<file path="src/rtl/inst_loader_if.sv">
// Byte-stream handshake and instruction-memory write bus for inst_loader.
// master: upstream byte source / memory side; slave: the loader itself.
interface inst_loader_if #(
    parameter int A = 10,
    parameter int W = 9
) ();
    logic         byte_valid;
    logic [7:0]   byte_data;
    logic         byte_ready;
    logic         wr_en;
    logic [A-1:0] wr_addr;
    logic [W-1:0] wr_data;

    modport master (
        output byte_valid, byte_data,
        input  byte_ready, wr_en, wr_addr, wr_data
    );

    modport slave (
        input  byte_valid, byte_data,
        output byte_ready, wr_en, wr_addr, wr_data
    );
endinterface

</file>
<file path="src/rtl/inst_loader.sv">
// Instruction memory loader: parses a 16-bit little-endian word count, then
// assembles W-bit words from byte pairs and strobes them into instruction
// memory at incrementing addresses. Holds the CPU in reset until done.
// Optional trailer checksum (XOR of all instruction bytes) is enabled by
// defining INST_LOADER_CHECKSUM_EN.
module inst_loader #(
    parameter int A = 10,
    parameter int W = 9
) (
    input  logic         clk,
    input  logic         reset_n,
    input  logic         start,
    inst_loader_if.slave bus,
    output logic         busy,
    output logic         done,
    output logic         error,
    output logic         cpu_hold
);
    typedef enum logic [2:0] {
        S_IDLE,
        S_LEN_LO,
        S_LEN_HI,
        S_INST_LO,
        S_INST_HI,
`ifdef INST_LOADER_CHECKSUM_EN
        S_CKSUM,
`endif
        S_DONE,
        S_ERR
    } state_t;

    // High-byte bits above the word width must be zero.
    localparam logic [7:0]  HI_MASK = 8'(8'hFF << (W - 8));
    localparam logic [16:0] LEN_MAX = 17'(1) << A;

    state_t       state_q;
    logic [15:0]  len_q;
    logic [7:0]   lo_q;
    logic [A-1:0] idx_q;
    logic         byte_ready_q;
    logic         wr_en_q;
    logic [W-1:0] wr_data_q;
    logic         busy_q, done_q, error_q, cpu_hold_q;
`ifdef INST_LOADER_CHECKSUM_EN
    logic [7:0]   cks_q;
`endif

    logic [7:0]   b;
    logic         take;
    logic [15:0]  len_d;
    logic [W-1:0] word_d;
    logic         last_word;
    logic         bad_len;

    assign b         = bus.byte_data;
    assign take      = bus.byte_valid & byte_ready_q;
    assign len_d     = {b, len_q[7:0]};
    assign word_d    = W'({b, lo_q});
    // idx_q still names the word being (or just) assembled here.
    assign last_word = (17'(idx_q) + 17'd1) == {1'b0, len_q};
    assign bad_len   = (len_d == 16'd0) || ({1'b0, len_d} > LEN_MAX);

    // Loader FSM with all outputs registered.
    always_ff @(posedge clk or negedge reset_n) begin
        if (!reset_n) begin
            state_q      <= S_IDLE;
            len_q        <= '0;
            lo_q         <= '0;
            idx_q        <= '0;
            byte_ready_q <= 1'b0;
            wr_en_q      <= 1'b0;
            wr_data_q    <= '0;
            busy_q       <= 1'b0;
            done_q       <= 1'b0;
            error_q      <= 1'b0;
            cpu_hold_q   <= 1'b1;
`ifdef INST_LOADER_CHECKSUM_EN
            cks_q        <= '0;
`endif
        end else begin
            wr_en_q <= 1'b0;
            // Advance past a word once its strobe is out; the final word's
            // address is kept so wr_addr ends at len-1 and never wraps.
            if (wr_en_q && !last_word) idx_q <= idx_q + A'(1);
            case (state_q)
                S_IDLE, S_DONE, S_ERR: begin
                    if (start) begin
                        state_q      <= S_LEN_LO;
                        idx_q        <= '0;
                        done_q       <= 1'b0;
                        error_q      <= 1'b0;
                        cpu_hold_q   <= 1'b1;
                        busy_q       <= 1'b1;
                        byte_ready_q <= 1'b1;
`ifdef INST_LOADER_CHECKSUM_EN
                        cks_q        <= '0;
`endif
                    end
                end
                S_LEN_LO: begin
                    if (take) begin
                        len_q[7:0] <= b;
                        state_q    <= S_LEN_HI;
                    end
                end
                S_LEN_HI: begin
                    if (take) begin
                        len_q[15:8] <= b;
                        if (bad_len) begin
                            state_q      <= S_ERR;
                            error_q      <= 1'b1;
                            busy_q       <= 1'b0;
                            byte_ready_q <= 1'b0;
                        end else begin
                            state_q <= S_INST_LO;
                        end
                    end
                end
                S_INST_LO: begin
                    if (take) begin
                        lo_q    <= b;
                        state_q <= S_INST_HI;
`ifdef INST_LOADER_CHECKSUM_EN
                        cks_q   <= cks_q ^ b;
`endif
                    end
                end
                S_INST_HI: begin
                    if (take) begin
                        if ((b & HI_MASK) != 8'd0) begin
                            state_q      <= S_ERR;
                            error_q      <= 1'b1;
                            busy_q       <= 1'b0;
                            byte_ready_q <= 1'b0;
                        end else begin
                            wr_en_q   <= 1'b1;
                            wr_data_q <= word_d;
`ifdef INST_LOADER_CHECKSUM_EN
                            cks_q     <= cks_q ^ b;
                            state_q   <= last_word ? S_CKSUM : S_INST_LO;
`else
                            if (last_word) begin
                                state_q      <= S_DONE;
                                done_q       <= 1'b1;
                                cpu_hold_q   <= 1'b0;
                                busy_q       <= 1'b0;
                                byte_ready_q <= 1'b0;
                            end else begin
                                state_q <= S_INST_LO;
                            end
`endif
                        end
                    end
                end
`ifdef INST_LOADER_CHECKSUM_EN
                S_CKSUM: begin
                    if (take) begin
                        busy_q       <= 1'b0;
                        byte_ready_q <= 1'b0;
                        if (b == cks_q) begin
                            state_q    <= S_DONE;
                            done_q     <= 1'b1;
                            cpu_hold_q <= 1'b0;
                        end else begin
                            state_q <= S_ERR;
                            error_q <= 1'b1;
                        end
                    end
                end
`endif
                default: state_q <= S_IDLE;
            endcase
        end
    end

    assign bus.byte_ready = byte_ready_q;
    assign bus.wr_en      = wr_en_q;
    assign bus.wr_addr    = idx_q;
    assign bus.wr_data    = wr_data_q;
    assign busy           = busy_q;
    assign done           = done_q;
    assign error          = error_q;
    assign cpu_hold       = cpu_hold_q;
endmodule
</file>
<file path="src/flat_wrapper.sv">
// flat-port wrapper written by rule: the top's interface ports become plain ports
module inst_loader_flat 
#(
    parameter int A = 10,
    parameter int W = 9
)
  (clk, reset_n, start, busy, done, error, cpu_hold, bus_byte_valid, bus_byte_data, bus_byte_ready, bus_wr_en, bus_wr_addr, bus_wr_data);
  inst_loader_if #(.A(A), .W(W)) bus_i ();
  input  logic clk;
  input  logic reset_n;
  input  logic start;
  output logic busy;
  output logic done;
  output logic error;
  output logic cpu_hold;
  input wire logic [$bits(bus_i.byte_valid)-1:0] bus_byte_valid;
  input wire logic [$bits(bus_i.byte_data)-1:0] bus_byte_data;
  output wire logic [$bits(bus_i.byte_ready)-1:0] bus_byte_ready;
  output wire logic [$bits(bus_i.wr_en)-1:0] bus_wr_en;
  output wire logic [$bits(bus_i.wr_addr)-1:0] bus_wr_addr;
  output wire logic [$bits(bus_i.wr_data)-1:0] bus_wr_data;
  assign bus_i.byte_valid = bus_byte_valid;
  assign bus_i.byte_data = bus_byte_data;
  assign bus_byte_ready = bus_i.byte_ready;
  assign bus_wr_en = bus_i.wr_en;
  assign bus_wr_addr = bus_i.wr_addr;
  assign bus_wr_data = bus_i.wr_data;
  inst_loader #(.A(A), .W(W)) u_core (.clk(clk), .reset_n(reset_n), .start(start), .bus(bus_i), .busy(busy), .done(done), .error(error), .cpu_hold(cpu_hold));
endmodule
</file>
<file path="config.mk">
export PLATFORM = sky130hd
export DESIGN_NAME = inst_loader_flat
export DESIGN_NICKNAME = d
export VERILOG_FILES = /design/src/rtl/inst_loader_if.sv /design/src/rtl/inst_loader.sv /design/src/flat_wrapper.sv
export SDC_FILE = /design/constraint.sdc
export NUM_CORES = 1
export LEC_CHECK = 0
export BUFFER_PORTS_ARGS = -buffer_cell sky130_fd_sc_hd__buf_4
export CORE_MARGIN = 1
export CORE_UTILIZATION = 57
export DETAILED_ROUTE_END_ITERATION = 8
export PLACE_DENSITY = 0.78
export SYNTH_ARGS = -nofsm -noshare
export SYNTH_HDL_FRONTEND = slang
export SYNTH_SLANG_ARGS = --single-unit
</file>
<file path="constraint.sdc">
create_clock -name clk -period 3 [get_ports clk]
set_input_delay 0.3 -clock clk [delete_from_list [all_inputs] [get_ports clk]]
set_output_delay 0.3 -clock clk [all_outputs]
set_load 0.01 [all_outputs]
</file>
After elaboration in Yosys (flattened, before gate mapping)
Index checks and enable logic that the tools add are counted.
Cells by class
  multiply operators: 0
  div/mod/pow operators: 0
  bitwise logic cells: 2
  eq/ne operators: 17
  add/sub/neg operators: 2
  mux-type cells: 35
  order comparisons: 1
  reductions and logical operators: 17
  shifts and indexed selects: 0
Operator list (count)
  $mux 10: 3
  $mux 3: 8
  $mux 1: 19
  $eq 17x16->1: 1
  $gt 16x11->1 const B: 1
  $logic_not 16->1: 1
  $pmux 3 s5: 1
  $ne 2x1->1 const B: 7
  $reduce_and 6->1: 2
  $add 10x1->11 const B: 1
  $add 10x1->10 const B: 1
  $reduce_and 5->1: 2
  $eq 3x3->1 const B: 3
  $reduce_bool 8->1: 1
  $eq 3x2->1 const B: 2
  $pmux 1 s3: 2
  $reduce_and 2->1: 3
  $ne 2x2->1 const B: 2
  $pmux 1 s2: 2
  $eq 3x1->1 const B: 1
  $logic_not 3->1: 1
  $ne 3x1->1 const B: 1
  $reduce_and 3->1: 1
  $reduce_bool 3->1: 1
  7 further kinds: 7
Storage, ports and cells
  flip-flop bits (word level): 51
  memories kept: 0
  ROM bits: 0
  memory bits (writable): 0
  bits of input ports: 12
  logic and storage cells: 85
  latch bits: 0

Longest topological paths before layout
  word-level depth: 7
  mapped depth: 9

Worst setup path after synthesis
No wires, ideal clock.
  path kind: register to register
  from: reg u_core.idx_q[0] (netlist: u_core.bus.wr_addr[0])
  to: reg u_core.idx_q[0] (netlist: u_core.bus.wr_addr[0])
  setup time: 0.119 ns
  path buffers: 1
  arrival: 2.339 ns
  required time: 2.881 ns
  cell stages (with the launch flop): 10
  setup slack: 0.542 ns
  clock period less this slack: 2.458 ns
  cells stage by stage: dfrtp_1 ha_1 and4_1 and2_1 a311oi_1 a31o_2 o41ai_4 buf_6 xor2_1 nor2_1
Between the ends
  cells in the longest elaborated chain, start to end: 7
  elaborated cells between the ends (all ways): 8
  those cells by class: add/sub (2); eq/ne (1); mux (3); reduce/logical (2)
Ends and longest elaborated chain
  from (decl): RTL line inst_loader.sv:39  | logic [A-1:0] idx_q;
  from (signal assigned): RTL line inst_loader.sv:84  | if (wr_en_q && !last_word) idx_q <= idx_q + A'(1);
  $add 10x1->11: RTL line inst_loader.sv:60  | assign last_word = (17'(idx_q) + 17'd1) == {1'b0, len_q};
  $eq 17x16->1: RTL line inst_loader.sv:60
  $logic_not 1->1: RTL line inst_loader.sv:84
  $logic_and 1x1->1: RTL line inst_loader.sv:84
  $mux 10 *: RTL line inst_loader.sv:84
  $mux 10: RTL line inst_loader.sv:87  | if (start) begin
  $mux 10 *: RTL line inst_loader.sv:85  | case (state_q)
Every way passes the cells marked *; elsewhere a longest branch is shown, timed or not.
A chain may end at the register's enable or synchronous reset.

Worst setup path in the final report
  from: reg u_core.idx_q[1] (netlist: u_core.bus.wr_addr[1])
  to: reg u_core.idx_q[3] (netlist: u_core.bus.wr_addr[3])
Same word-level chain as after synthesis.

==> flow_summary.toml <==
[sta]
fin_crit_ns = 2.64
rsz0062_at_grt = "false"
finalSetupViolations = 0
setup_tns_ns = 0
fin_crit_sh_pct = 88.1
clock_skew_ns = 0.00931
slew_viol_final = 0
worst_pin_slew_ns = 0.751
hold_ws_ns = -0.00160
relSlewSlack_pct = 49.8
max_freq_mhz = 378
fin_ws_ns = 0.358
hold_viol_final = 2

[grt]
antenna_found_initial = 0
grt_pass1_wl_um = 9940
grt_remaining_overflow = 0
grt_pass1_vias = 2111
track_usage_pct = 25.7
grt_max_degree = 52

[placement]
place_ws_ns = 0.371
portBuffers = 36
dp_hpwl_um = 4280
dp_cells = 343
place_congestion = 0.917

[power]
power_switching_mw = 0.809
p_comb_share_pct = 32.2
p_per_area_mw_per_mm2 = 713
power.total_mw = 2.24
p_int_mw = 1.43
power_leakage_nw = 1.38
clockPowerShare_pct = 18.9
p_seq_share_pct = 48.9
netSwitchingFraction_pct = 36.2
worst_ir_drop_vdd_uv = 382

[floorplanning]
io_pins = 37
dieWidth_um = 71.1
start_util_pct = 60.8
die_h_um = 71.1
fp-row-count = 24
coreArea_mm2 = 0.00447
die_area_mm2 = 0.00505

[yosys]
syn_inst = 259
synth_top_area_share_pct = 46.0
synth-edff-count = 0
ys_top_cells_by_area = "dfrtp_1, mux2_2, o21ai_0, a21oi_1, nand2_1"
yosys_register_bits = 51
synthFlopType = "dfrtp_1"
synth_warnings = 0
syn-num-nets = 272
yosysMostFrequentCell = "dfrtp_1"
netlist_area_mm2 = 0.00272
seq_area_frac_synth_pct = 46.9
syn_avg_cell_area_um2 = 10.5
yosys.area.top_type = "dfrtp_1"
async_flop_share_pct = 100
ys_types = 55
synthTopCellsByCount = "dfrtp_1, mux2_2, o21ai_0"

[detailed_routing]
viasPerCell = 6.23
totalWireLength_um = 5920
drt_iter0_drc = 137
drtAntennaViolNets = 0
wl_per_cell_um = 16.9
vias = 2188
drc_errors = 0
dr.pass1.iters = 6

[setup_path]
cpMaxStageDelayCell = "dfrtp_1"
r2r.worst_path.cells = 9
crit_family = "compound AO/OA/AOI/OAI gates"
cp.depth = 9
arrival_ns = 2.89
critical-path-max-stage-delay_ns = 0.46
setup.worst_path.start_class = "register"
end_kind = "register"
cp.required_ns = 3.25
cp_max_fo = 19
crit_type = "reg -> reg"
path_buf_inv = 1
path_cells = "ha_1 -> and4_1 -> and2_1 -> a311oi_1 -> a31o_2 -> o41ai_4 -> buf_4 -> or3_2 -> a21oi_1"

[finish]
synthToLayoutAreaGrowth_pct = 15.3
fin_nets = 311
drive_above_1_share_pct = 33.1
final_util_pct = 70.1
final_cells = 351
nFillCells = 347
antenna_cells = 0

[cts]
cts.sinks = 51
path_clk_slew_ns = 0.10
cts_resized = 0
cts_tree = "yes"
clk_latency_ns = 0.32
h-tree-depth = 2
clockBufferDepth = 2
cts_setup_buffers = 0
clockRootBuffer = "clkbuf_8"
cts_hold_buf = 0
cts_buffers = 5

[status]
status = "complete, but fails checks"
violations = "negative hold slack"

[job]
drv_cap = 0

[min_path]
hold_class = "in -> async"
## cells in the final DEF (no fill, tap or decap), types with 7 or more instances in the layout
master / Yosys / final
dfrtp_1: 50 / 50
buf_4: 1 / 43
mux2_2: 32 / 32
o21ai_0: 21 / 21
a21oi_1: 20 / 20
nand2_1: 19 / 19
nor2_1: 13 / 13
or3_2: 7 / 7
## metal layers
layer  up-vias  global-route usage, %  wire length (um)  part of all wire (%)
met5         -                      0                 0                     0
met4         0                   12.0               159                   2.7
met3        14                   4.27               206                   3.5
met2        60                   40.9              2870                    48
met1      1084                   34.8              2690                    45
li1       1030                      -                 -                     -
## final timing paths
kind                       slack (ns)                     to                   from
max reg2reg                      0.36  u_core.bus.wr_addr[3]  u_core.bus.wr_addr[1]
min in group clk                 0.24        u_core.len_q[9]       bus_byte_data[1]
max                              0.36  u_core.bus.wr_addr[3]  u_core.bus.wr_addr[1]
max in group asynchronous        2.58  u_core.bus.wr_addr[4]                reset_n
min reg2reg                      0.50            u_core.done            u_core.done
min                            -0.002           u_core.error                reset_n
## worst register-to-register path, stage by stage (launching register included)
cell	delay [ns]
dfrtp_1	0.46
ha_1	0.28
and4_1	0.24
and2_1	0.15
a311oi_1	0.38
a31o_2	0.21
o41ai_4	0.09
buf_4	0.20
or3_2	0.41
a21oi_1	0.16
## sequential cells by signal, summed over array words and instances (netlist names)
signal	count
u_core.bus.wr_addr	10
u_core.bus.wr_en	1
u_core.error	1
u_core.busy	1
u_core.bus.wr_data	9
u_core.cpu_hold	1
u_core.done	1
u_core.len_q	16
u_core.state_q	3
u_core.lo_q	8
## power groups by stage
stage | Clock (mW) | Sequential, mW | Combinational (mW)
after global routing | 0.452 | 1.13 | 0.799
final | 0.422 | 1.09 | 0.722
after global placement | 0 | 1.09 | 0.698
after floorplan | 0 | 1.02 | 0.607
after detailed placement | 0 | 1.11 | 0.717
after CTS | 0.433 | 1.09 | 0.726
## cell families after synthesis
logic type / count (synthesis) / synth area share [%]
flops: 51 / 46.9
buf+inv: 17 / 3.26
simple gates: 83 / 17.1
mux: 33 / 13.6
xor+xnor: 12 / 3.86
compound gates: 62 / 14.7
fa+ha+maj: 1 / 0.460
## per-stage QoR
stage / area, um^2 / hold WS [ns]
2_1_floorplan: 2720 / 0.00441
3_3_place_gp: 3040 / 0.366
3_5_place_dp: 3040 / 0.361
4_1_cts: 3140 / 0.0187
5_1_grt: 3140 / 0.0545
6_report: 3140 / -0.00160
## cell type report
| type | count | area (um^2) | area share [%] |
|---|---|---|---|
| multi-input cells | 191 | 1360 | 43.2 |
| clock buffers | 5 | 68.8 | 2.19 |
| inverters | 6 | 22.5 | 0.718 |
| repair buffers | 43 | 323 | 10.3 |
| flip-flops and latches | 51 | 1280 | 40.7 |
| well taps | 52 | 65.1 | 2.07 |
| clock inverters | 3 | 26.3 | 0.837 |
No activity file was read; power rests on OpenSTA's default activity.
